<file path="src/rtl/ch_copy_engine_if.sv">
`default_nettype none
// ============================================================================
// ch_copy_engine_if : channel-buffer FIFO bus between copy engine and channel
// Revision: 1.0
// ============================================================================
interface ch_copy_engine_if #(
   parameter int DATA_WIDTH = 64
);
   logic                  m_src_getn;
   logic [DATA_WIDTH-1:0] m_src;
   logic                  m_src_last;
   logic                  m_src_empty;
   logic                  m_dst_putn;
   logic [DATA_WIDTH-1:0] m_dst;
   logic                  m_dst_last;
   logic                  m_dst_almost_full;
   logic                  m_dst_full;
   logic                  m_endn;

   modport master (
      output m_src_getn,
      input  m_src,
      input  m_src_last,
      input  m_src_empty,
      output m_dst_putn,
      output m_dst,
      output m_dst_last,
      input  m_dst_almost_full,
      input  m_dst_full,
      output m_endn
   );

   modport slave (
      input  m_src_getn,
      output m_src,
      output m_src_last,
      output m_src_empty,
      input  m_dst_putn,
      input  m_dst,
      input  m_dst_last,
      output m_dst_almost_full,
      output m_dst_full,
      input  m_endn
   );
endinterface
`default_nettype wire

</file>
<file path="src/rtl/ch_copy_engine.sv">
`default_nettype none
// ============================================================================
// ch_copy_engine : copies source FIFO words to destination FIFO, then a trailer
// Revision: 1.0
// ============================================================================
module ch_copy_engine #(
   parameter int DATA_WIDTH = 64,
   parameter int CNT_WIDTH  = 32,
   parameter bit TRAILER_EN = 1'b1
) (
   input  wire logic                 wb_clk_i,
   input  wire logic                 wb_rst_i,
   input  wire logic                 m_reset,
   input  wire logic                 start,
   ch_copy_engine_if.master          m,
   output logic                      busy,
   output logic                      done,
   output logic [CNT_WIDTH-1:0]      wcnt
);

   localparam logic [1:0] c_IDLE  = 2'd0;
   localparam logic [1:0] c_RUN   = 2'd1;
   localparam logic [1:0] c_TRAIL = 2'd2;
   localparam logic [1:0] c_DONE  = 2'd3;

   logic [1:0]            r_state;
   logic                  r_rd_pend;
   logic                  r_last_seen;
   logic                  r_hold_vld;
   logic                  r_hold_last;
   logic [DATA_WIDTH-1:0] r_hold;
   logic                  r_out_vld;
   logic                  r_out_src_last;
   logic                  r_dst_last;
   logic [DATA_WIDTH-1:0] r_dst;
   logic                  r_endn;
   logic [CNT_WIDTH-1:0]  r_wcnt;
   logic [31:0]           r_chk;

   logic                  w_rd;
   logic                  w_ret;
   logic                  w_put;
   logic                  w_out_free;
   logic                  w_trl_load;
   logic [31:0]           w_fold;
   logic [DATA_WIDTH-1:0] w_trailer;

   // The m_src_last term stops a read in the cycle the last word is returned,
   // so the following job's first word is never pulled from the FIFO.
   assign w_rd = !m_reset && (r_state == c_RUN) && !m.m_src_empty
                 && !m.m_dst_almost_full && !r_hold_vld && !r_last_seen
                 && !(r_rd_pend && m.m_src_last);
   assign w_ret      = r_rd_pend;
   assign w_put      = !m_reset && r_out_vld && !m.m_dst_full;
   assign w_out_free = !r_out_vld || w_put;
   assign w_trl_load = (r_state == c_TRAIL) && !r_out_vld && !r_hold_vld;
   assign w_fold     = r_dst[63:32] ^ r_dst[31:0];

   generate
      if (TRAILER_EN) begin : g_trailer_on
         assign w_trailer = DATA_WIDTH'({r_chk, r_wcnt[31:0]});
      end else begin : g_trailer_off
         assign w_trailer = '0;
      end
   endgenerate

   always_ff @(posedge wb_clk_i or negedge wb_rst_i) begin
      if (!wb_rst_i) begin
         r_state        <= c_IDLE;
         r_rd_pend      <= 1'b0;
         r_last_seen    <= 1'b0;
         r_hold_vld     <= 1'b0;
         r_hold_last    <= 1'b0;
         r_hold         <= '0;
         r_out_vld      <= 1'b0;
         r_out_src_last <= 1'b0;
         r_dst_last     <= 1'b0;
         r_dst          <= '0;
         r_endn         <= 1'b1;
         r_wcnt         <= '0;
         r_chk          <= '0;
      end else if (m_reset) begin
         r_state        <= c_IDLE;
         r_rd_pend      <= 1'b0;
         r_last_seen    <= 1'b0;
         r_hold_vld     <= 1'b0;
         r_hold_last    <= 1'b0;
         r_hold         <= '0;
         r_out_vld      <= 1'b0;
         r_out_src_last <= 1'b0;
         r_dst_last     <= 1'b0;
         r_dst          <= '0;
         r_endn         <= 1'b1;
         r_wcnt         <= '0;
         r_chk          <= '0;
      end else begin
         r_rd_pend <= w_rd;
         if (w_ret && m.m_src_last) begin
            r_last_seen <= 1'b1;
         end

         // Output register refills from hold first to keep word order.
         if (w_out_free) begin
            if (r_hold_vld) begin
               r_out_vld      <= 1'b1;
               r_dst          <= r_hold;
               r_out_src_last <= r_hold_last;
               r_dst_last     <= 1'b0;
               r_hold_vld     <= w_ret;
               if (w_ret) begin
                  r_hold      <= m.m_src;
                  r_hold_last <= m.m_src_last;
               end
            end else if (w_ret) begin
               r_out_vld      <= 1'b1;
               r_dst          <= m.m_src;
               r_out_src_last <= m.m_src_last;
               r_dst_last     <= 1'b0;
            end else if (w_trl_load) begin
               r_out_vld      <= 1'b1;
               r_dst          <= w_trailer;
               r_out_src_last <= 1'b0;
               r_dst_last     <= 1'b1;
            end else begin
               r_out_vld      <= 1'b0;
            end
         end else if (w_ret) begin
            r_hold_vld  <= 1'b1;
            r_hold      <= m.m_src;
            r_hold_last <= m.m_src_last;
         end

         if (w_put && !r_dst_last) begin
            r_wcnt <= r_wcnt + 1'b1;
            r_chk  <= r_chk ^ w_fold;
         end

         case (r_state)
            c_IDLE, c_DONE: begin
               if (start) begin
                  r_state     <= c_RUN;
                  r_wcnt      <= '0;
                  r_chk       <= '0;
                  r_last_seen <= 1'b0;
                  r_endn      <= 1'b1;
               end
            end
            c_RUN: begin
               if (w_put && r_out_src_last) begin
                  r_state <= c_TRAIL;
               end
            end
            c_TRAIL: begin
               if (w_put && r_dst_last) begin
                  r_state <= c_DONE;
                  r_endn  <= 1'b0;
               end
            end
            default: r_state <= c_IDLE;
         endcase
      end
   end

   assign m.m_src_getn = !w_rd;
   assign m.m_dst_putn = !w_put;
   assign m.m_dst      = r_dst;
   assign m.m_dst_last = r_dst_last;
   assign m.m_endn     = r_endn;
   assign busy         = (r_state == c_RUN) || (r_state == c_TRAIL);
   assign done         = (r_state == c_DONE);
   assign wcnt         = r_wcnt;

endmodule
`default_nettype wire

</file>
<file path="src/flat_wrapper.sv">
// flat-port wrapper written by rule: the top's interface ports become plain ports
module ch_copy_engine_flat 
#(
   parameter int DATA_WIDTH = 64,
   parameter int CNT_WIDTH  = 32,
   parameter bit TRAILER_EN = 1'b1
)
  (wb_clk_i, wb_rst_i, m_reset, start, busy, done, wcnt, m_m_src_getn, m_m_src, m_m_src_last, m_m_src_empty, m_m_dst_putn, m_m_dst, m_m_dst_last, m_m_dst_almost_full, m_m_dst_full, m_m_endn);
  ch_copy_engine_if #(.DATA_WIDTH(DATA_WIDTH)) m_i ();
  input  wire logic wb_clk_i;
  input  wire logic wb_rst_i;
  input  wire logic m_reset;
  input  wire logic start;
  output logic busy;
  output logic done;
  output logic [CNT_WIDTH-1:0] wcnt;
  output wire logic [$bits(m_i.m_src_getn)-1:0] m_m_src_getn;
  input wire logic [$bits(m_i.m_src)-1:0] m_m_src;
  input wire logic [$bits(m_i.m_src_last)-1:0] m_m_src_last;
  input wire logic [$bits(m_i.m_src_empty)-1:0] m_m_src_empty;
  output wire logic [$bits(m_i.m_dst_putn)-1:0] m_m_dst_putn;
  output wire logic [$bits(m_i.m_dst)-1:0] m_m_dst;
  output wire logic [$bits(m_i.m_dst_last)-1:0] m_m_dst_last;
  input wire logic [$bits(m_i.m_dst_almost_full)-1:0] m_m_dst_almost_full;
  input wire logic [$bits(m_i.m_dst_full)-1:0] m_m_dst_full;
  output wire logic [$bits(m_i.m_endn)-1:0] m_m_endn;
  assign m_m_src_getn = m_i.m_src_getn;
  assign m_i.m_src = m_m_src;
  assign m_i.m_src_last = m_m_src_last;
  assign m_i.m_src_empty = m_m_src_empty;
  assign m_m_dst_putn = m_i.m_dst_putn;
  assign m_m_dst = m_i.m_dst;
  assign m_m_dst_last = m_i.m_dst_last;
  assign m_i.m_dst_almost_full = m_m_dst_almost_full;
  assign m_i.m_dst_full = m_m_dst_full;
  assign m_m_endn = m_i.m_endn;
  ch_copy_engine #(.DATA_WIDTH(DATA_WIDTH), .CNT_WIDTH(CNT_WIDTH), .TRAILER_EN(TRAILER_EN)) u_core (.wb_clk_i(wb_clk_i), .wb_rst_i(wb_rst_i), .m_reset(m_reset), .start(start), .m(m_i), .busy(busy), .done(done), .wcnt(wcnt));
endmodule
</file>
<file path="config.mk">
export PLATFORM = sky130hd
export DESIGN_NAME = ch_copy_engine_flat
export DESIGN_NICKNAME = d
export VERILOG_FILES = /design/src/rtl/ch_copy_engine_if.sv /design/src/rtl/ch_copy_engine.sv /design/src/flat_wrapper.sv
export SDC_FILE = /design/constraint.sdc
export NUM_CORES = 1
export LEC_CHECK = 0
export ABC_CLOCK_PERIOD_IN_PS = 2200
export BUFFER_PORTS_ARGS = -buffer_cell sky130_fd_sc_hd__buf_2
export CAP_MARGIN = 10
export CORE_MARGIN = 5
export CORE_UTILIZATION = 30
export CTS_BUF_LIST = sky130_fd_sc_hd__clkbuf_8
export CTS_CLUSTER_SIZE = 40
export DETAILED_ROUTE_END_ITERATION = 8
export GPL_TIMING_DRIVEN = 0
export PLACE_DENSITY = 0.53
export SLEW_MARGIN = 20
export SYNTH_ARGS = -nofsm -noshare
export SYNTH_HDL_FRONTEND = slang
export SYNTH_SLANG_ARGS = --single-unit
</file>
<file path="constraint.sdc">
create_clock -name wb_clk_i -period 2.2 [get_ports wb_clk_i]
set_input_delay 0.33 -clock wb_clk_i [delete_from_list [all_inputs] [get_ports wb_clk_i]]
set_output_delay 0.33 -clock wb_clk_i [all_outputs]
set_load 0.1 [all_outputs]
</file>
==> metrics.md, run 1 <==
| Metric | Value |
|---|---|
| Run status | complete, but fails checks |
| Failing checks | setup timing |
| DR DRC count | 0 |
| Hold depth | 3 |
| Leak Pwr | 5.57 nW |
| Vias in the first global route | 9259 |
| Net Sw Frac | 31.8% |
| Total Routing Usage GR | 18.4% |
| R2R setup slack | 60 ps |
| GP Congestion | 0.788 |
| Post-synthesis compound-gate area fraction | 11.0% |
| Fin util | 37.5% |
| Post-DR vias/cell | 4.71 |
| Die area | 37500 µm² |
| Worst-Skew Late Latency | 530 ps |
| Min-delay src | m_m_src[5] |
| Clock share of power | 40.1% |
| Pwr Density | 718 nW/µm² |
| Yosys warns | 0 |
| Dominant synthesized flop cell | dfrtp_1 |
| Worst Reg2Reg Path Length in Cells | 5 |
| First-pass GRT wire length | 55.2 mm |
| Post-synth EDFFs | 0 |
| Sequential area share after synthesis | 49.9% |
| Register bit total from synthesis | 202 |
| Antenna viol nets, final | 0 |
| Fmax | 0.453 GHz |
| Clock Skews | 20.3 ps |
| Core box area | 33400 µm² |
| Slew @ Worst Pin | 864 ps |
| Root Driver | clkbuf_8 |
| RSZ-0062 raised after global routing | yes |
| Critical path launch point type | flip-flop |
| IO buf count | 172 |
| Syn avg cell area | 8.58 µm² |
| Slew headroom | 42.4% |
| Simple-Gate Fraction of Synth Area | 20.5% |
| Layout cells sized above 1 | 21.1% |
| Initial core utilization | 30.3% |
| # clock sinks | 202 |
| Syn nets | 1258 |
| Critical path endpoint category | output pin |
| Die width | 194 µm |
| CTS Buf Count | 37 |
| HPWL after DPL | 26.0 mm |
| Post-synthesis instance total | 1181 |
| Final worst slack | -9.17 ps |
| Worst R2R End | u_core.wcnt[29] |
| WL/cell | 18.8 µm |
| Main combinational cell family by area after synthesis | simple AND/OR/NAND/NOR gates |
| Combinational fraction of design power | 17.5% |
| Total chip power | 9.01 mW |
| Maximum VDD drop | 0.630 mV |
| I/O pin cnt | 174 |
| Int Power | 6.14 mW |
| Initial antenna violation count | 4 |
| Hold Vio Cnt, Final | 0 |
| Hold Path End | u_core.r_hold[5] |
| CP Class | flip-flop to output pin |
| Reg power frac | 42.5% |
| Die Ht | 194 µm |
| Async set-reset flop share out of synthesis | 100% |
| Hold/Removal Path Class | input port to flip-flop |
| Post-Synthesis Cell Area | 10100 µm² |
| Final wirelength | 35.2 mm |
| Post-Synth XOR/XNOR Area | 7.96% |
| DRT Pass-1 Iters | 5 |
| Max Cap Viol | 0 |
| Library cells used by synthesis | 39 |
| Setup violations, final | 1 |
| NetSw | 2.86 mW |
| CTS clk-pin slew, worst paths | 60 ps |
| Std-Cell Rows | 67 |
| Clk buf depth | 3 |
| Area grow syn2layout | 23.9% |
| Largest net degree at the start of global routing | 91 |
| CTS tree | yes |
| Worst EP arrival | 1880 ps |
| H-tree Lvls | 2 |
| Tmin final | 2210 ps |
| Proportion of synthesized area in mux cells | 6.62% |
| GR Overflow Total | 0 |
| Vias | 8810 |
| RR Startpoint | u_core.r_out_vld |
| Starting DRT DRC Count | 459 |
| Critical path peak fanout | 10 |
| Max Slew Vio Count | 0 |
| Post-layout nets | 1469 |
| Top cells by area, synth | dfrtp_1, nand2_1, xor2_1 |
| Required @ worst endpoint | 1870 ps |
| Adder-Cell Fraction of Synth Area | 0.618% |
| Yosys top cell by area | dfrtp_1 |
| Post-synth top area share | 49.7% |
| Fin crit share | 100% |
==> what timing repair did <==
| action | 4_1_cts | 5_1_grt |
|---|---|---|
| resized for setup | 24 | 44 |
| gates cloned | 0 | 0 |
| setup buffers | 1 | 1 |
| setup endpoints to repair | 147 | 157 |
| endpoints found under the hold margin | 44 | 0 |
| hold buffers | 1 | 0 |
| pin swaps | 0 | 1 |
==> layer usage <==
layer / share of wire (%) / vias to the layer above / GRT usage (%) / wire [µm]
met2: 48 / 204 / 30.6 / 16900
li1: - / 4316 / - / -
met1: 45 / 4231 / 24.5 / 15800
met3: 5.0 / 55 / 3.98 / 1750
met4: 2.0 / 4 / 4.96 / 700
met5: 0.054 / - / 0 / 19
==> flip-flops by register name (all words and copies together), names as in the netlist, 2 cells and up <==
register and flops:
u_core.m.m_dst 64, u_core.wcnt 32, u_core.r_hold 64, u_core.r_chk 32, u_core.r_state 2
==> synth_stat cells (2+ instances only) <==
library cell  count
a21oi_1         139
and2_1            2
and3_1            4
buf_1             5
buf_2            10
clkbuf_1         65
dfrtp_1         201
ha_1              5
inv_1             8
mux2i_1          67
nand2_1         374
nand2b_1          5
nand3_1          12
nand4_1          17
nor2_1           74
nor3_1            7
nor3b_1           2
nor4_1            3
o21ai_0          70
or3_1             2
xnor2_1           9
xor2_1           83
==> final cells by class <==
cell class / count / area, µm²
inverter: 8 / 33.8
timing repair buffer: 177 / 972
buffer: 75 / 343
multi-input combinational: 891 / 4800
clock inverter: 18 / 75.1
tap: 448 / 561
antenna: 2 / 5.00
clock buffer: 49 / 674
sequential: 202 / 5090
fill: 3524 / 20900
==> metrics by stage <==
step / hold WS, ps / setup WS [ps] / TNS [ps] / cell area [µm²] / std cells
finish: 43.6 / -9.17 / -9.17 / 12600 / 1870
global route: 26.8 / -88.3 / -96.7 / 12600 / 1870
detailed placement: 254 / -504 / -15620 / 11700 / 1803
global placement: 460 / -3680 / -625390 / 11600 / 1801
floorplan: 34.4 / 13.1 / 0 / 10200 / 1181
CTS: 6.39 / -193 / -193 / 12500 / 1870
==> cell families after synthesis <==
logic type	Yosys count
compound gates	217
mux	67
simple gates	510
fa+ha+maj	5
buf+inv	88
xor+xnor	92
flops	202
==> cells in the final DEF (no fill, tap or decap), drive strengths merged, types with 21 or more instances in the layout <==
cell type	synthesis	routed
nand2	374	374
o21ai	70	70
nor2	74	74
buf	15	188
inv	8	21
clkbuf	65	112
a21oi	139	139
dfrtp	201	201
mux2i	67	67
xor2	83	83
==> power by group through the flow <==
stage	combinational (mW)	sequential, mW	clock [mW]
floorplan	0.820	3.98	0
global placement	1.49	3.88	0
detailed placement	1.51	3.88	0
CTS	1.55	3.82	3.70
global route	1.70	3.83	3.88
finish	1.57	3.83	3.61
==> how the worst max path moves through the flow <==
stage	startpoint	endpoint	cells after the start
global placement	wb_rst_i	u_core.wcnt[2]	1
finish	u_core.r_hold_vld	m_m_src_getn	5
floorplan	u_core.wcnt[23]	u_core.wcnt[31]	5
CTS	u_core.r_rd_pend	m_m_src_getn	6
global route	u_core.r_hold_vld	m_m_src_getn	5
detailed placement	u_core.r_rd_pend	m_m_src_getn	7
==> worst max-delay path: stages, from the launching register on <==
cell and delay (ps):
dfrtp_2 490, buf_6 190, nor2_1 110, and4_4 250
clkinvlp_4 120, buf_12 180
(Power assumes the default switching activity.)
==> run 2: changes to the inputs <==
ABC_AREA = 1   (was default)
CELL_PAD_IN_SITES_DETAIL_PLACEMENT = 0   (was default)
CELL_PAD_IN_SITES_GLOBAL_PLACEMENT = 2   (was default)
PLACE_DENSITY = 0.78   (was 0.53)
==> metrics.md, run 2 <==
| Metric | Value |
|---|---|
| Run status | finished, final reports clean |
| # clock sinks | 202 (unchanged) |
| Required @ worst endpoint | 2600 ps (+730 ps) |
| Total Routing Usage GR | 20.1% (+1.7 points) |
| Top cells by area, synth | dfrtp_1, nand2_1, o21ai_0 |
| Slowest-stage cell, CP | o21ai_0 |
| Int Power | 6.39 mW (+4.1%) |
| Root Driver | clkbuf_8 |
| Met3 Track Usage GR | 3.48% (-0.50 points) |
| First-pass GRT wire length | 59.2 mm (+7.2%) |
| Synth cell count leaders | dfrtp_1, nand2_1, inv_1 |
| Post-layout nets | 1491 (+1.5%) |
| NetSw | 3.59 mW (+25%) |
| Sequential area share after synthesis | 50.1% (+0.19 points) |
| # diodes | 0 (-2) |
| Fmax | 0.461 GHz (+1.8%) |
| Max Cap Viol | 0 (unchanged) |
| Setup TNS | 0 ps (+9.17 ps) |
| Core box area | 33400 µm² (-0.25%) |
| DR DRC count | 0 (unchanged) |
| Dominant synthesized flop cell | dfrtp_1 |
| Die width | 193 µm (-0.18%) |
| Vias in the first global route | 9599 (+3.7%) |
| CP peak stage delay | 670 ps (+180 ps) |
| Async set-reset flop share out of synthesis | 100% (unchanged) |
| Layout cells sized above 1 | 21.4% (+0.37 points) |
| Most common cell after layout, fill and taps aside | dfrtp_1 |
| Cell count after placement | 1813 (+0.55%) |
| Vias | 9334 (+5.9%) |
| Combinational fraction of design power | 22.9% (+5.4 points) |
| Slew @ Worst Pin | 809 ps (-55.0 ps) |
| GP Congestion | 0.825 (+4.7%) |
| Initial antenna violation count | 0 (-4) |
| Hold/Removal Path Class | input port to flip-flop |
| Total chip power | 9.98 mW (+11%) |
| CTS clk-pin slew, worst paths | 60 ps (about the same) |
| DRT Pass-1 Iters | 5 (unchanged) |
| Most frequent cell after synthesis | dfrtp_1 |
| Clock Skews | 27.7 ps (+7.44 ps) |
| Post-synth top area share | 49.9% (+0.18 points) |
| CTS tree | yes |
| Critical path launch point type | flip-flop |
| Post-synthesis instance total | 1191 (+0.85%) |
| Initial core utilization | 30.2% (-0.036 points) |
| Post-DR vias/cell | 4.94 (+4.8%) |
| WL/cell | 20.4 µm (+8.5%) |
| Worst EP arrival | 2570 ps (+690 ps) |
| Fin crit share | 98.6% (-1.8 points) |
| Syn nets | 1268 (+0.79%) |
| Setup violations, final | 0 (-1) |
| Crit path cell chain | buf_2 -> inv_4 -> nand2_2 -> clkbuf_1 -> o21ai_0 -> o22ai_1 |
| Net Sw Frac | 35.9% (+4.2 points) |
| GRT busiest layer | met2 |
| Fin util | 37.3% (-0.24 points) |
| Commonest cells after routing, fill and taps aside | dfrtp_1, buf_2, inv_1, nand2_1, nor2_1 |
| Slew headroom | 46.1% (+3.7 points) |
| Die area | 37400 µm² (-0.35%) |
| Clk buf depth | 3 (unchanged) |
| M1 GR Usage | 28.6% (+4.0 points) |
| Pwr Density | 802 nW/µm² (+12%) |
| Post-Synthesis Cell Area | 10100 µm² (-0.37%) |
| IO buf count | 172 (unchanged) |
| Tmin final | 2170 ps (-39.4 ps) |
| Hold Vio Cnt, Final | 0 (unchanged) |
| Post-synth EDFFs | 0 (unchanged) |
| Antenna viol nets, final | 0 (unchanged) |
| Leak Pwr | 5.75 nW (+3.1%) |
| Yosys warns | 0 (unchanged) |
| FILL cells | 3559 (+0.99%) |
| Yosys top cell by area | dfrtp_1 |
| Reg power frac | 39.8% (-2.7 points) |
| Clock share of power | 37.3% (-2.8 points) |
| Maximum VDD drop | 0.404 mV (-36%) |
| Grt met2 use | 31.9% (+1.4 points) |
| CTS Buf Count | 40 (+8.1%) |
| Area grow syn2layout | 23.3% |
| Critical path endpoint category | flip-flop |
| Final wirelength | 38.5 mm (+9.6%) |
| I/O pin cnt | 174 (unchanged) |
| Std-Cell Rows | 67 (unchanged) |
| CP Class | flip-flop to flip-flop |
| GR Overflow Total | 0 (unchanged) |
| RSZ-0062 raised after global routing | no |
| Register bit total from synthesis | 202 (unchanged) |
| Syn avg cell area | 8.47 µm² (-1.2%) |
| Critical path peak fanout | 10 (unchanged) |
| Largest net degree at the start of global routing | 78 (-14%) |
| Worst-Skew Late Latency | 560 ps (+30 ps) |
| Max Slew Vio Count | 0 (unchanged) |
| Die Ht | 193 µm (-0.18%) |
| HPWL after DPL | 28.5 mm (+9.7%) |
| H-tree Lvls | 2 (unchanged) |
| Library cells used by synthesis | 36 (-7.7%) |
| Post-route insts no fill | 1890 (+1.1%) |
| Starting DRT DRC Count | 591 (+29%) |
==> run 2: cell count changes in the layout (fill, tap and decap cells not counted), moves of 39 or more <==
cell,delta
nand3_1,+83
mux2i_1,-67
a21oi_1,-96
nand2_1,-208
xor2_1,-74
nor2_1,+57
inv_1,+145
xnor2_1,+39
o21ai_0,+43
==> run 2: per-layer routing <==
layer / vias up / routed length [µm]
met5: - / 0
met4: 0 / 788
met3: 52 / 2190
met2: 323 / 17600
met1: 4552 / 17900
li1: 4407 / -
==> run 2: final timing paths <==
| check | end | cells after the start | slack [ps] | from |
|---|---|---|---|---|
| max in group asynchronous | u_core.r_hold[49] | 4 | 790 | wb_rst_i |
| hold / removal | u_core.r_hold[29] | 3 | 40 | m_m_src[29] |
| setup reg to reg | u_core.m.m_dst[11] | 6 | 30 | u_core.r_hold_vld |
| hold reg to reg | u_core.m.m_endn | 2 | 500 | u_core.m.m_endn |
| setup / recovery | u_core.m.m_dst[11] | 6 | 30 | u_core.r_hold_vld |
| min in group asynchronous | u_core.wcnt[26] | 2 | 270 | wb_rst_i |
==> run 2: repair_timing <==
| action | CTS | global route |
|---|---|---|
| pin swaps | 0 | 1 |
| endpoints found under the setup margin | 62 | 40 |
| setup buffers | 0 | 6 |
| hold endpoints to repair | 51 | 0 |
| hold buffers | 1 | 0 |
| gates resized for setup | 6 | 7 |
| gates cloned | 0 | 0 |
==> run 2: cell type report <==
cell class	count	area (µm²)	area share [%]
Timing Repair Buffer	181	1000	8.06
Buffer	69	379	3.05
Clock inverter	21	92.6	0.744
Multi-Input combinational cell	766	4080	32.8
Clock buffer	49	674	5.42
Inverter	154	589	4.74
Sequential cell	202	5060	40.7
Tap cell	448	561	4.51
==> run 2: kinds of logic after synthesis <==
kind of cell,after synthesis,share of synthesized area [%]
compound gates,269,16.3
flops,202,50.1
xor+xnor,57,4.95
fa+ha+maj,5,0.620
simple gates,435,18.5
buf+inv,223,9.49
==> run 2: critical path: cells and delay by family (launching register included) <==
family | cells | cell delay [ps]
flops | 1 | 350
compound gates | 2 | 800
simple gates | 1 | 160
buf+inv | 3 | 710
==> run 2: power by group through the flow <==
| stage | Clock (mW) | Sequential, mW | Combinational, mW |
|---|---|---|---|
| after global routing | 3.99 | 3.99 | 2.45 |
| after detailed placement | 0 | 4.04 | 2.19 |
| after CTS | 3.80 | 3.98 | 2.23 |
| final | 3.72 | 3.98 | 2.28 |
| after global placement | 0 | 4.04 | 2.17 |
| after floorplan | 0 | 4.42 | 1.04 |
==> run 2: through the flow <==
stage          setup WS, ps  area (µm²)  hold WS (ps)
2_1_floorplan          30.7       10100          34.4
3_3_place_gp          -3390       11500           485
3_5_place_dp           -278       11600           275
4_1_cts                9.48       12400          28.3
5_1_grt                13.7       12400          42.3
6_report               30.2       12400          39.4
==> run 3: changes to the inputs <==
CORE_UTILIZATION = 35   (was 30)
PLACE_DENSITY = 0.88   (was 0.78)
==> metrics.md, run 3 (synthesis gave the netlist of run 2 again) <==
| Metric | Value |
|---|---|
| DRT Pass-1 Iters | 5 (unchanged) |
| I/O pin cnt | 174 (unchanged) |
| Max Slew Vio Count | 0 (unchanged) |
| Fin area | 12400 µm² (about the same) |
| Starting DRT DRC Count | 837 (+42%) |
| FILL cells | 3021 (-15%) |
| Total Routing Usage GR | 22.0% (+1.9 points) |
| Die width | 180 µm (-7.0%) |
| Final wirelength | 36.4 mm (-5.6%) |
| Vias in the first global route | 9569 (-0.31%) |
| Area grow syn2layout | 23.3% (about the same) |
| # clock sinks | 202 (unchanged) |
| Cell count after placement | 1749 (-3.5%) |
| GP Congestion | 0.867 (+5.1%) |
| Fin crit share | 94.9% (-3.7 points) |
| Grt met2 use | 35.6% (+3.7 points) |
| Most common cell after layout, fill and taps aside | dfrtp_1 |
| Root Driver | clkbuf_8 |
| Core box area | 28500 µm² (-14%) |
| Post-layout nets | 1489 (-0.13%) |
| Critical path peak fanout | 5 (-5) |
| Clock Skews | 30.5 ps (+2.74 ps) |
| First-pass GRT wire length | 56.1 mm (-5.2%) |
| Worst-Skew Late Latency | 550 ps (about the same) |
| Max Cap Viol | 0 (unchanged) |
| GRT busiest layer | met2 |
| Clk buf depth | 3 (unchanged) |
| Hold/Removal Path Class | input port to flip-flop |
| RR Startpoint | u_core.r_hold_vld |
| WL/cell | 19.9 µm (-2.3%) |
| Post-DR vias/cell | 5.14 (+4.1%) |
| M1 GR Usage | 30.4% (+1.8 points) |
| GR Overflow Total | 0 (unchanged) |
| Post-route insts no fill | 1826 (-3.4%) |
| Vias | 9390 (+0.60%) |
| CTS Buf Count | 39 (-2.5%) |
| Slowest-stage cell, CP | dfrtp_1 |
| # diodes | 0 (unchanged) |
| Leak Pwr | 5.77 nW (+0.44%) |
| Critical path launch point type | flip-flop |
| Total chip power | 10.4 mW (+3.8%) |
| Initial antenna violation count | 0 (unchanged) |
| Antenna viol nets, final | 0 (unchanged) |
| Fmax | 0.479 GHz (+3.9%) |
| Slew headroom | 47.7% (+1.6 points) |
| Die Ht | 180 µm (-7.0%) |
| CP startpoint | u_core.r_state[0] |
| Crit path cell chain | inv_1 -> ha_1 -> clkinvlp_4 -> buf_4 |
| Largest net degree at the start of global routing | 97 (+24%) |
| DP Area | 11500 µm² (-0.69%) |
| Die area | 32300 µm² (-14%) |
| Maximum VDD drop | 0.389 mV (-3.8%) |
| Tmin final | 2090 ps (-81.3 ps) |
| Setup violations, final | 0 (unchanged) |
| Worst EP arrival | 1760 ps (-810 ps) |
| CTS tree | yes |
| CP Class | flip-flop to output pin |
| Required @ worst endpoint | 1870 ps (-730 ps) |
| Min-delay src | m_m_src[29] |
| DR DRC count | 0 (unchanged) |
| CTS clk-pin slew, worst paths | 60 ps (about the same) |
| Met3 Track Usage GR | 4.30% (+0.83 points) |
| Pwr Density | 833 nW/µm² (+3.8%) |
| RSZ-0062 raised after global routing | no |
| Slew @ Worst Pin | 785 ps (-23.8 ps) |
| Layout cells sized above 1 | 21.6% (+0.21 points) |
| Hold Vio Cnt, Final | 0 (unchanged) |
| Initial core utilization | 35.3% (+5.1 points) |
| Commonest cells after routing, fill and taps aside | dfrtp_1, buf_2, nand2_1 |
| HPWL after DPL | 26.9 mm (-5.5%) |
| Run status | finished, final reports clean |
| CP peak stage delay | 420 ps (-250 ps) |
| Std-Cell Rows | 62 (-7.5%) |
| H-tree Lvls | 2 (unchanged) |
| IO buf count | 172 (unchanged) |
| Critical path endpoint category | output pin |
-- run 3: cell count changes in the layout (fill, tap and decap cells not counted), sizes merged --
| cell | previous run | this run |
|---|---|---|
| buf | 216 | 215 |
| bufinv | 0 | 4 |
| clkbuf | 82 | 80 |
| clkinv | 1 | 6 |
| clkinvlp | 3 | 2 |
| inv | 171 | 166 |
-- run 3: worst max-delay path, delay by kind of cell (launching register included) --
| kind | cells | cell delay (ps) |
|---|---|---|
| buffers and inverters | 3 | 480 |
| DFF | 1 | 420 |
| adders and majority gates | 1 | 340 |
-- run 3: timing repair --
action                                  4_1_cts  5_1_grt
hold buffers                                  1        0
endpoints found under the hold margin        76        0
gates resized for setup                       5        5
pin swaps                                     0        1
endpoints found under the setup margin       61       49
setup buffers                                 0        5
-- run 3: path summary, 6_finish.rpt --
path / endpoint / slack, ps / cells past startpoint
worst max register to register: u_core.m.m_dst[17] / 130 / 6
min in group asynchronous: u_core.r_hold[44] / 210 / 2
worst min-delay path: u_core.r_hold[29] / 40 / 3
max in group asynchronous: u_core.r_chk[26] / 840 / 4
worst min register to register: u_core.m.m_endn / 490 / 2
worst max-delay path: busy / 110 / 4
-- run 3: layout make-up --
cell class	instances	area, µm²	share of cell area (%)
Sequential cell	202	5060	40.6
Multi-Input combinational cell	766	4080	32.8
Timing Repair Buffer	180	995	7.99
Clock buffer	47	647	5.20
Inverter	154	589	4.74
Tap cell	384	480	3.86
Buffer	69	377	3.03
Clock inverter	24	214	1.72
-- run 3: stage by stage --
stage               util [%]  TNS, ps  setup WS [ps]  hold slack (ps)
global placement        40.1  -581240          -3250              484
detailed placement      40.3    -7050           -251              174
floorplan                  -        0           30.7             34.4
finish                  43.6        0            112             43.8
global route            43.6        0           8.42             18.1
CTS                     43.4        0           53.6             15.2
-- run 3: power breakdown --
part | total [mW] | internal [mW] | switching, mW
combinational | 2.24 | 0.513 | 1.73
clock | 4.15 | 2.42 | 1.73
sequential | 3.97 | 3.86 | 0.112
-- run 3: layer usage --
metal	share of wire, %	vias to the layer above
met2	46	352
met1	44	4578
met5	0	-
met4	2.4	0
met3	6.9	63
li1	-	4397
